File: src/rtl/alu_dispatch_mc.sv
// Multi-channel FIFO dispatcher feeding a round-robin
// arbitrated single-cycle ALU with a registered result.
//
// Ports:
//   clk, rst        clock, async active-low reset
//   in_valid/ready  per-channel push handshake
//   in_op/a/b       per-channel packed packet fields
//   out_valid/ready registered result handshake
//   out_data/ch     result and issuing channel
//   out_cout/overflow/zero  ALU status flags
module alu_dispatch_mc #(
  parameter int W     = 8,
  parameter int CH    = 4,
  parameter int DEPTH = 4
) (
  input  logic                    clk,
  input  logic                    rst,
  input  logic [CH-1:0]           in_valid,
  output logic [CH-1:0]           in_ready,
  input  logic [2*CH-1:0]         in_op,
  input  logic [W*CH-1:0]         in_a,
  input  logic [W*CH-1:0]         in_b,
  output logic                    out_valid,
  input  logic                    out_ready,
  output logic [W-1:0]            out_data,
  output logic [$clog2(CH)-1:0]   out_ch,
  output logic                    out_cout,
  output logic                    out_overflow,
  output logic                    out_zero
);

  localparam int CW = $clog2(CH);
  localparam int AW = $clog2(DEPTH);

  logic [1:0]   op_mem [CH][DEPTH];
  logic [W-1:0] a_mem  [CH][DEPTH];
  logic [W-1:0] b_mem  [CH][DEPTH];

  logic [AW-1:0] wptr_q [CH];
  logic [AW-1:0] rptr_q [CH];
  logic [AW:0]   cnt_q  [CH];
  logic [CW-1:0] rr_q;

  logic [CH-1:0] push;
  logic [CH-1:0] nonempty;
  logic [CH-1:0] pop_vec;

  logic          gnt_any;
  logic [CW-1:0] gnt;
  logic          slot_free;
  logic          pop;
  int            idx;

  logic [1:0]   h_op;
  logic [W-1:0] h_a;
  logic [W-1:0] h_b;
  logic [W:0]   sum;
  logic [W:0]   dif;
  logic [W-1:0] res_d;
  logic         cout_d;
  logic         ovf_d;

  logic          valid_q;
  logic [W-1:0]  data_q;
  logic [CW-1:0] ch_q;
  logic          cout_q;
  logic          ovf_q;
  logic          zero_q;

  always_comb begin
    for (int k = 0; k < CH; k++) begin
      in_ready[k] = cnt_q[k] != (AW+1)'(DEPTH);
      nonempty[k] = cnt_q[k] != '0;
      push[k]     = in_valid[k] & in_ready[k];
    end
  end

  // First non-empty channel at or after rr, modulo CH.
  always_comb begin
    gnt_any = 1'b0;
    gnt     = '0;
    idx     = 0;
    for (int i = 0; i < CH; i++) begin
      idx = int'(rr_q) + i;
      if (idx >= CH) idx = idx - CH;
      if (!gnt_any && nonempty[CW'(idx)]) begin
        gnt_any = 1'b1;
        gnt     = CW'(idx);
      end
    end
  end

  assign slot_free = !valid_q | out_ready;
  assign pop       = slot_free & gnt_any;

  always_comb begin
    for (int k = 0; k < CH; k++) begin
      pop_vec[k] = pop && (gnt == CW'(k));
    end
  end

  always_ff @(posedge clk or negedge rst) begin
    if (!rst) begin
      for (int k = 0; k < CH; k++) begin
        wptr_q[k] <= '0;
        rptr_q[k] <= '0;
        cnt_q[k]  <= '0;
      end
    end else begin
      for (int k = 0; k < CH; k++) begin
        if (push[k])
          wptr_q[k] <= wptr_q[k] + AW'(1);
        if (pop_vec[k])
          rptr_q[k] <= rptr_q[k] + AW'(1);
        if (push[k] && !pop_vec[k])
          cnt_q[k] <= cnt_q[k] + (AW+1)'(1);
        else if (!push[k] && pop_vec[k])
          cnt_q[k] <= cnt_q[k] - (AW+1)'(1);
      end
    end
  end

  // Payload storage needs no reset; count gates reads.
  always_ff @(posedge clk) begin
    for (int k = 0; k < CH; k++) begin
      if (push[k]) begin
        op_mem[k][wptr_q[k]] <= in_op[2*k +: 2];
        a_mem[k][wptr_q[k]]  <= in_a[W*k +: W];
        b_mem[k][wptr_q[k]]  <= in_b[W*k +: W];
      end
    end
  end

  assign h_op = op_mem[gnt][rptr_q[gnt]];
  assign h_a  = a_mem[gnt][rptr_q[gnt]];
  assign h_b  = b_mem[gnt][rptr_q[gnt]];

  assign sum = {1'b0, h_a} + {1'b0, h_b};
  assign dif = {1'b0, h_a} - {1'b0, h_b};

  always_comb begin
    res_d  = '0;
    cout_d = 1'b0;
    ovf_d  = 1'b0;
    unique case (h_op)
      2'b00: begin
        res_d  = sum[W-1:0];
        cout_d = sum[W];
        ovf_d  = (h_a[W-1] == h_b[W-1]) &&
                 (sum[W-1] != h_a[W-1]);
      end
      2'b01: begin
        res_d  = dif[W-1:0];
        cout_d = dif[W];
        ovf_d  = (h_a[W-1] != h_b[W-1]) &&
                 (dif[W-1] != h_a[W-1]);
      end
      2'b10: res_d = h_a & h_b;
      2'b11: res_d = h_a ^ h_b;
    endcase
  end

  always_ff @(posedge clk or negedge rst) begin
    if (!rst) begin
      valid_q <= 1'b0;
      data_q  <= '0;
      ch_q    <= '0;
      cout_q  <= 1'b0;
      ovf_q   <= 1'b0;
      zero_q  <= 1'b0;
      rr_q    <= '0;
    end else if (pop) begin
      valid_q <= 1'b1;
      data_q  <= res_d;
      ch_q    <= gnt;
      cout_q  <= cout_d;
      ovf_q   <= ovf_d;
      zero_q  <= res_d == '0;
      rr_q    <= (gnt == CW'(CH-1)) ? '0 : gnt + CW'(1);
    end else if (out_ready) begin
      valid_q <= 1'b0;
    end
  end

  assign out_valid    = valid_q;
  assign out_data     = data_q;
  assign out_ch       = ch_q;
  assign out_cout     = cout_q;
  assign out_overflow = ovf_q;
  assign out_zero     = zero_q;

endmodule

File: config.mk
export PLATFORM = sky130hd
export DESIGN_NAME = alu_dispatch_mc
export DESIGN_NICKNAME = d
export VERILOG_FILES = /design/src/rtl/alu_dispatch_mc.sv
export SDC_FILE = /design/constraint.sdc
export NUM_CORES = 1
export LEC_CHECK = 0
export ABC_CLOCK_PERIOD_IN_PS = 15400
export BUFFER_PORTS_ARGS = -buffer_cell sky130_fd_sc_hd__buf_2
export CELL_PAD_IN_SITES_DETAIL_PLACEMENT = 1
export CELL_PAD_IN_SITES_GLOBAL_PLACEMENT = 1
export CORE_ASPECT_RATIO = 1.4
export CORE_MARGIN = 5
export CORE_UTILIZATION = 40
export DETAILED_ROUTE_END_ITERATION = 8
export GPL_TIMING_DRIVEN = 0
export PLACE_DENSITY_LB_ADDON = 0.3
export SLEW_MARGIN = 15
export SYNTH_ARGS = -nofsm -noshare
export SYNTH_HDL_FRONTEND = slang
export SYNTH_SLANG_ARGS = --single-unit
File: constraint.sdc
create_clock -name clk -period 15.4 [get_ports clk]
set_input_delay 3.08 -clock clk [delete_from_list [all_inputs] [get_ports clk]]
set_output_delay 3.08 -clock clk [all_outputs]
set_load 0.1 [all_outputs]
# Word-level counts from Yosys, hierarchy flattened
# Memories as Yosys holds them, arrays and structs flattened.
# Cells that the tools add are included.
[word_totals]
reg_bits = 44
latchBits = 0
ram_bits = 288
romBits = 0
inputBits = 79
output_inout_bits = 18
elab_cells = 217
n_memories = 3
[op_classes]
n_addsub = 26
mul = 0
div_mod_pow = 0
order_cmp = 18
eq_ne = 14
shift = 0
muxes = 78
bitwise = 14
reduce_logical = 45
[mem_list]
columns = ["name", "words", "word_bits", "rd", "rd_clocked_by_memory_dff", "wr", "line", "text"]
rows = [
  ["a_mem", 4, 32, 1, 0, 4, "36", "logic [W-1:0] a_mem [CH][DEPTH];"],
  ["b_mem", 4, 32, 1, 0, 4, "37", "logic [W-1:0] b_mem [CH][DEPTH];"],
  ["op_mem", 4, 8, 1, 0, 4, "35", "logic [1:0] op_mem [CH][DEPTH];"],
]
[ops]
columns = ["cell", "count"]
rows = [
  ["two-way mux 32 bit", 4],
  ["two-way mux 8 bit", 12],
  ["demux 8 bit (select 2 bit)", 4],
  ["two-way mux 2 bit", 17],
  ["binary-select mux 8 bit (select 2 bit)", 2],
  ["case mux 8 bit (4 select lines)", 1],
  ["greater-or-equal comparator 3 bit, second input constant", 9],
  ["two-way mux 3 bit", 8],
  ["logical AND 1 bit", 21],
  ["adder 2 x 1 -> 2 bit, second input constant", 9],
  ["two-way mux 1 bit", 18],
  ["inverter 2 -> 3 bit", 6],
  ["demux 2 bit (select 2 bit)", 4],
  ["less-than comparator 2 x 4 -> 1 bit, second input constant", 4],
  ["adder 3 x 1 -> 3 bit, second input constant", 4],
  ["zero test 1 bit", 12],
  ["less-than comparator 3 x 1 -> 1 bit, second input constant", 4],
  ["!= test 3 bit, second input constant", 4],
  ["nonzero test 3 bit", 4],
  ["subtractor 3 x 1 -> 3 bit, second input constant", 4],
  ["nonzero test 2 bit", 5],
  ["adder 8 x 8 -> 9 bit", 1],
  ["subtractor 8 x 8 -> 9 bit", 1],
  ["bitwise AND 8 bit", 1],
  ["16 further kinds", 36],
]

# Logic depth before layout (Yosys ltp)
# Gate-level depths: netlist of the first run.
[logic_depth]
ltp_word = 27
mapped_depth = 27

# Worst setup path before layout of the first run
# No wires, ideal clock.
[synth_path]
path_kind = "register to register"
from = "register cnt_q[3] (netlist bit)"
to = "register zero_q, in the netlist out_zero"
setup_ns = 0.092
arrival_time_ns = 4.865
slack_ns = 10.444
path_stages_with_launch = 25
n_path_buf = 3
synth_period_minus_slack_ns = 4.956
path_cell_list = "dfrtp_1 > or3_1 > and3_4 > o21a_4 > o221a_2 > or2_0 > buf_6 > clkbuf_1 > buf_1 > nand2_1 > nand3_1 > a311oi_1 > a31oi_1 > ha_1 > fa_1 > a21oi_1 > o21ai_0 > a21o_1 > a21oi_1 > or2_2 > a22o_1 > o21ai_0 > a221oi_1 > o2111ai_1 > o31ai_2"
[synth_between]
elab_chain_len = 25
word_cells_on_any_way = 55
classes_between = "add/sub (2); eq/ne (3); mux (33); bitwise (5); reduce/logical (9); memory (3)"
[synth_rtl]
columns = ["item", "line", "text"]
rows = [
  ["start: declaration", "41", "logic [AW:0] cnt_q [CH];"],
  ["start signal: indexed assignment", "116", "cnt_q[k] <= cnt_q[k] + (AW+1)'(1);"],
  ["start signal: indexed assignment", "118", "cnt_q[k] <= cnt_q[k] - (AW+1)'(1);"],
  ["nonzero test 3 bit *", "73", "nonempty[k] = cnt_q[k] != '0;"],
  ["binary-select mux 1 bit (select 2 bit)", "86", "if (!gnt_any && nonempty[CW'(idx)]) begin"],
  ["two-way mux 1 bit (not written as such) (2 in series)", "86", ""],
  ["two-way mux 1 bit", "86", ""],
  ["zero test 1 bit", "86", ""],
  ["logical AND 1 bit", "86", ""],
  ["two-way mux 1 bit", "86", ""],
  ["zero test 1 bit", "86", ""],
  ["[6 not listed]", "--", ""],
  ["binary-select mux 2 bit (select 2 bit)", "134, 135, 136", ""],
  ["two-way mux 2 bit (not written as such) (2 in series)", "134, 135, 136", ""],
  ["inverter 2 -> 3 bit (not written as such)", "134, 135, 136", ""],
  ["binary-select mux 8 bit (select 2 bit), or another cell as far along", "135", "assign h_a = a_mem[gnt][rptr_q[gnt]];"],
  ["two-way mux 8 bit (not written as such), or another cell as far along (2 in series)", "135", ""],
  ["subtractor 8 x 8 -> 9 bit, or another cell as far along", "139", "assign dif = {1'b0, h_a} - {1'b0, h_b};"],
  ["case mux 8 bit (4 select lines)", "145", "unique case (h_op)"],
  ["zero test 8 bit", "178", "zero_q <= res_d == '0;"],
  ["end signal: assignment", "170", "zero_q <= 1'b0;"],
  ["end signal: assignment", "178", ""],
  ["end: declaration", "68", "logic zero_q;"],
]
# Mark *: on every way between the ends. The rest lies on a longest branch, timed or not. The select of a mux whose other input is x is not followed.
# A chain may end at the register's enable or synchronous reset.

# Final worst setup path of the first run
[layout_path]
from = "register cnt_q[3] (netlist bit)"
to = "register zero_q, in the netlist out_zero"
[layout_between]
elab_chain_len = 25
word_cells_on_any_way = 55
classes_between = "add/sub (2); eq/ne (3); mux (33); bitwise (5); reduce/logical (9); memory (3)"
[layout_rtl]
columns = ["item", "line", "text"]
rows = [
  ["nonzero test 3 bit *", "73", ""],
  ["binary-select mux 1 bit (select 2 bit)", "86", ""],
  ["two-way mux 1 bit (not written as such) (2 in series)", "86", ""],
  ["two-way mux 1 bit", "86", ""],
  ["zero test 1 bit", "86", ""],
  ["logical AND 1 bit", "86", ""],
  ["two-way mux 1 bit", "86", ""],
  ["zero test 1 bit", "86", ""],
  ["[5 not listed]", "--", ""],
  ["named net gnt[0]", "49", "logic [CW-1:0] gnt;"],
  ["[1 not listed]", "--", ""],
  ["binary-select mux 2 bit (select 2 bit)", "134, 135, 136", ""],
  ["two-way mux 2 bit (not written as such) (2 in series)", "134, 135, 136", ""],
  ["inverter 2 -> 3 bit (not written as such)", "134, 135, 136", ""],
  ["binary-select mux 8 bit (select 2 bit), or another cell as far along", "135", ""],
  ["two-way mux 8 bit (not written as such), or another cell as far along (2 in series)", "135", ""],
  ["subtractor 8 x 8 -> 9 bit, or another cell as far along", "139", ""],
  ["case mux 8 bit (4 select lines) *", "145", ""],
  ["zero test 8 bit *", "178", ""],
]
# The timed path passes the listed nets; every way through them passes the cells marked *. The select of a mux whose other input is x is not followed.

==> run metrics, run 1 <==
status=completed; Via Count=9874; initial antenna violation count=1; H-tree depth=2; Hold Vio Cnt, Final=0; flop2flop setup slack=8.21 ns; Post-Syn Nets=1338; Max Slew Vio Count=0; min Tclk post-route=7.19 ns; Root Driver=clkbuf_16; worst path bufs/invs=4; Synth Cell Area=0.0147 sq mm; hold_sp=out_cout; most frequent cell after synthesis=nand2_1; Top Ports=97; biggest area consumer among synthesized cells=edfxtp_1; post-CTS setup buffer count=0; vias per std cell=5.38; Layout Area Growth over Synthesis=14.1%; row cnt=83; Post-synth top cells=299 x nand2_1, 288 x edfxtp_1, 191 x nand3_1; WL per Instance=22.6 um; number of buffers created by CTS=34; DIE WIDTH=172 um; routed length on met3=1360 um; crit start category=register; Crit path max-delay family=compound AO/OA/AOI/OAI gates; RSZ-0062 raised after global routing=no; Cell variety after synth=54; clock-pin slew on the worst setup and hold paths=0.06 ns; leading post-synthesis cells by cell area=edfxtp_1 59%, nand2_1 7.6%, dfrtp_1 7.5%; reg2reg start=cnt_q[3]; reg2reg path depth=22; Placer Congestion=0.831; Starting Density=40.3%; Tcrit/Tclk final=46.7%; depth of the worst hold-timing path=2; Max-slew headroom=22.8%; critical path class=register to register; largest net degree at the start of global routing=45; Final #Nets=1470; WP data arrival=7.61 ns; worst min path class=register to register; synthesized area per cell=12.1 sq um; Resized Gates After CTS=0; EDFF count, synth=288; CP Data Required Time=15.83 ns; Fin Setup TNS=0 ns; Ant. Diodes=0; met2 WL=22200 um; crit path max-delay cell type=buf_1; CTS tree=built; top sig layer=met4; share of the synthesized area in the top cell type=58.9%; DR pass1 iterations=6; Slew @ Worst Pin=1.16 ns; post-synthesis sequential area ratio=66.4%; maxcap violations=0; final global-route overflow total=0; area of the die=0.0407 sq mm; ys async rst share=13.3%; hold_buf cts=0; Total Routing Usage GR=20.6%; vias in the first global route=10700; first-pass GRT wire length=63200 um; Port Buffers=96; DRC Markers=0; layout cells sized above 1=12.6%; WL final=41500 um; worst-skew pair later-pin latency=0.53 ns; Final Skew=0.0176 ns; M1 wire length=16400 um; worst reg2reg path endpoint=out_zero; maximum fanout along the worst path=11; worst path cell trace=nor3_1 -> a211oi_1 -> nor3_1 -> clkbuf_1 -> clkbuf_1 -> buf_1 -> buf_1 -> nand3_1 -> nand3_1 -> a31oi_1 -> ha_1 -> fa_1 -> a21oi_1 -> o21ai_0 -> a21o_1 -> a21oi_1 -> or2_2 -> a22o_1 -> o21ai_0 -> a221oi_1 -> o2111ai_1 -> o31ai_2; Max Fclk=0.139 GHz; chip height=237 um; DR iter-0 viols=588; setup violators final=0; Antenna Nets Post-Route=0; cells after synthesis=1213; DP Wirelength=29700 um; Ys Warns=0; Synth Flop Type=edfxtp_1; flops & latches, synth=332; largest stage delay on the critical path=0.66 ns; Worst Hold Endpoint=out_cout; Clock Sinks=332; CTS Buffer Depth=3; placeable core region=0.0365 sq mm; CP endpoint kind=register
-- kinds of logic after synthesis --
family	count (synthesis)	synth area share (%)
mux	40	2.86
flops	332	66.4
buf+inv	89	2.47
xor+xnor	28	1.67
simple gates	576	17.5
compound gates	102	4.89
fa+ha+maj	46	4.23
-- state kept, by name, indices dropped and copies added (netlist names) --
signal / flops
op_mem: 32
out_valid: 1
rr_q: 2
b_mem: 128
out_zero: 1
out_overflow: 1
a_mem: 128
out_cout: 1
wptr_q: 8
cnt_q: 12
rptr_q: 8
out_ch: 2
out_data: 8
-- worst max path at each step --
stage,to,depth (start not counted),from
after CTS,out_zero,22,cnt_q[3]
final,out_zero,22,cnt_q[3]
after floorplan,out_zero,24,cnt_q[3]
after global routing,out_zero,22,cnt_q[3]
after global placement,out_zero,22,cnt_q[3]
after detailed placement,out_zero,22,cnt_q[3]
-- placed cells by master (no fill, tap or decap), types with 11 or more instances in the layout --
master,instances
nor2_1,19
clkbuf_16,35
clkbuf_1,57
dfrtp_1,44
mux2_2,16
mux2i_1,24
and3_1,22
buf_1,13
ha_1,40
nand2_1,299
nand3_1,191
edfxtp_1,288
o21ai_0,25
buf_2,97
a21oi_1,18
and2_1,11
inv_1,22
xnor2_1,18
-- per-stage QoR --
| stage | setup WS (ns) | hold slack (ns) | std cells | area, sq um | utilization, % |
|---|---|---|---|---|---|
| finish | 8.21 | 0.457 | 1836 | 16800 | 46.0 |
| global route | 7.72 | 0.492 | 1836 | 16800 | 46.0 |
| CTS | 8.16 | 0.467 | 1836 | 16800 | 46.0 |
| floorplan | 10.44 | 0.466 | 1213 | 14700 | - |
| global placement | 8.29 | 0.453 | 1776 | 15800 | 43.2 |
| detailed placement | 8.20 | 0.453 | 1776 | 15800 | 43.2 |
-- layout make-up --
cell class	instances	area, sq um
fill	3865	19700
sequential	332	9750
multi-input combinational	792	4570
clock buffer	45	913
tap	467	584
timing repair buffer	96	483
buffer	66	277
clock inverter	15	95.1
inverter	23	86.3
-- tightest hold or removal path: stages (launching register included) --
cell and delay (ns):
dfrtp_1 0.33, nand2_1 0.05, nand2_1 0.04
-- per-layer routing --
metal  GRT usage, %  vias to the layer above
li1               -                     4621
met1           24.5                     4935
met2           37.2                      231
met3           2.64                       87
met4           8.06                        0
met5              0                        -
Power of run 1 is left out: the tool's default activity adds up to more than one toggle a clock period on the data nets, which glitch-free logic cannot reach.
==> run 2: changes to the inputs <==
--- a/config.mk
+++ b/config.mk
@@ -5,7 +5,7 @@
 export SDC_FILE = /design/constraint.sdc
 export NUM_CORES = 1
 export LEC_CHECK = 0
-export ABC_CLOCK_PERIOD_IN_PS = 15400
+export ABC_CLOCK_PERIOD_IN_PS = 5800
 export BUFFER_PORTS_ARGS = -buffer_cell sky130_fd_sc_hd__buf_2
 export CELL_PAD_IN_SITES_DETAIL_PLACEMENT = 1
 export CELL_PAD_IN_SITES_GLOBAL_PLACEMENT = 1
==> constraint.sdc (replaced) <==
create_clock -name clk -period 5.8 [get_ports clk]
set_input_delay 1.16 -clock clk [delete_from_list [all_inputs] [get_ports clk]]
set_output_delay 1.16 -clock clk [all_outputs]
set_load 0.1 [all_outputs]
==> run 2 against run 1 <==
  * Final cell count grew 0.33%
  * Worst hold slack better by 0.0011 ns
  * Flip-flop and latch count did not move
  * Largest cell class unchanged
  * Die area did not move
  * Wire length grew 0.79%
  * Global-route usage rose by 0.053 points
  * Maximum frequency up 29%
  * Count of clock-buffer cells in the layout unchanged
  * Non-clock buffer count increased by 6
  * First-iteration DRC count grew 4.6%
  * Final area grew 1.7%
==> run metrics, run 2 (synthesized netlist as in run 1, its figures left out) <==
status=completed; Via Count=10000; Final Skew=0.0202 ns; CP Data Required Time=6.23 ns; leading cell types in the layout, fill and taps excluded=299 x nand2_1, 288 x edfxtp_1, 189 x nand3_1; largest net degree at the start of global routing=45; maxcap violations=0; CP endpoint kind=register; crit start category=register; Starting Density=40.3%; CP dominant cell by count=nand3_1; CTS tree=built; vias per std cell=5.43; worst setup margin=0.233 ns; Hold Vio Cnt, Final=0; Crit path max-delay family=compound AO/OA/AOI/OAI gates; WL per Instance=22.7 um; worst min path class=register to register; Slew @ Worst Pin=1.19 ns; critical path class=register to register; chip height=237 um; number of buffers created by CTS=34; min Tclk post-route=5.57 ns; setup violators final=0; Antenna Nets Post-Route=0; Max Slew Vio Count=0; Max-slew headroom=21.0%; H-tree depth=2; most common library cell in the layout ignoring fill and taps=nand2_1; Final #Nets=1476; Clock Sinks=332; Placement Setup Slack=-1.40 ns; Top Ports=97; Max Fclk=0.180 GHz; DIE WIDTH=172 um; area of the die=0.0407 sq mm; worst path bufs/invs=4; DR iter-0 viols=615; WP data arrival=5.99 ns; maximum fanout along the worst path=10; worst-skew pair later-pin latency=0.53 ns; WL final=41900 um; crit path launch=cnt_q[5]; reg2reg path depth=25; Placer Congestion=0.831; Port Buffers=96; flop2flop setup slack=0.23 ns; CP endpoint=out_zero; first-pass GRT wire length=63300 um; vias in the first global route=10700; layout cells sized above 1=17.8%; crit path max-delay cell type=dfrtp_2; Root Driver=clkbuf_16; worst reg2reg path endpoint=out_zero; Total Routing Usage GR=20.6%; DR pass1 iterations=5; DP Wirelength=29700 um; row cnt=83; placeable core region=0.0365 sq mm; Ant. Diodes=0; Crit path depth=25; largest stage delay on the critical path=0.44 ns; DRC Markers=0; initial antenna violation count=1; Tcrit/Tclk final=96.0%; clock-pin slew on the worst setup and hold paths=0.06 ns; final global-route overflow total=0; CTS Buffer Depth=3; Layout Area Growth over Synthesis=16.1%; reg2reg start=cnt_q[5]
[run 2: area by class of cell]
| class | count | area, sq um |
|---|---|---|
| clock buffers | 45 | 913 |
| repair buffers | 103 | 536 |
| well taps | 467 | 584 |
| plain buffers | 65 | 363 |
| fillers | 3839 | 19400 |
| inverters | 23 | 86.3 |
| flip-flops and latches | 332 | 9750 |
| multi-input cells | 792 | 4720 |
| clock inverters | 15 | 95.1 |
[run 2: worst min-delay path by stage]
stage | cells past startpoint | start | end | slack [ns]
after detailed placement | 2 | out_cout | out_cout | 0.45
final | 2 | out_cout | out_cout | 0.46
after global routing | 2 | out_cout | out_cout | 0.49
after CTS | 2 | out_cout | out_cout | 0.47
after global placement | 2 | out_cout | out_cout | 0.45
after floorplan | 1 | rptr_q[0] | rptr_q[0] | 0.47
[run 2: stage by stage]
step	TNS, ns	area, sq um	hold WS (ns)	instances	utilization [%]
CTS	0	16900	0.467	1838	46.4
global route	-0.0638	17000	0.492	1842	46.8
detailed placement	-7.18	15800	0.453	1776	43.2
global placement	-5.93	15800	0.453	1776	43.2
floorplan	0	14700	0.466	1213	-
finish	0	17000	0.458	1842	46.8
[run 2: timing repair]
item                       in CTS  in global routing
buffers inserted                2                  5
setup endpoints to repair      10                  7
hold buffers                    0                  0
gates resized for setup        53                 49
pin swaps                       2                  9
[run 2: metal layers]
metal,up-vias,track usage [%],part of all wire [%]
met5,-,0,0
met4,0,8.41,4.2
met1,5006,24.5,39
met3,96,2.67,3.9
li1,4650,-,-
met2,248,37.2,53
[run 2: worst reg2reg max path: cells and delay by family, from the launching register on]
kind                       cells  cell delay [ns]
AOI/OAI and AO/OA             11             2.12
and+or+nand+nor                9             1.89
buffers and inverters          4             0.72
DFF                            1             0.44
adders and majority gates      1             0.31
Power of run 2 is left out for the same reason.
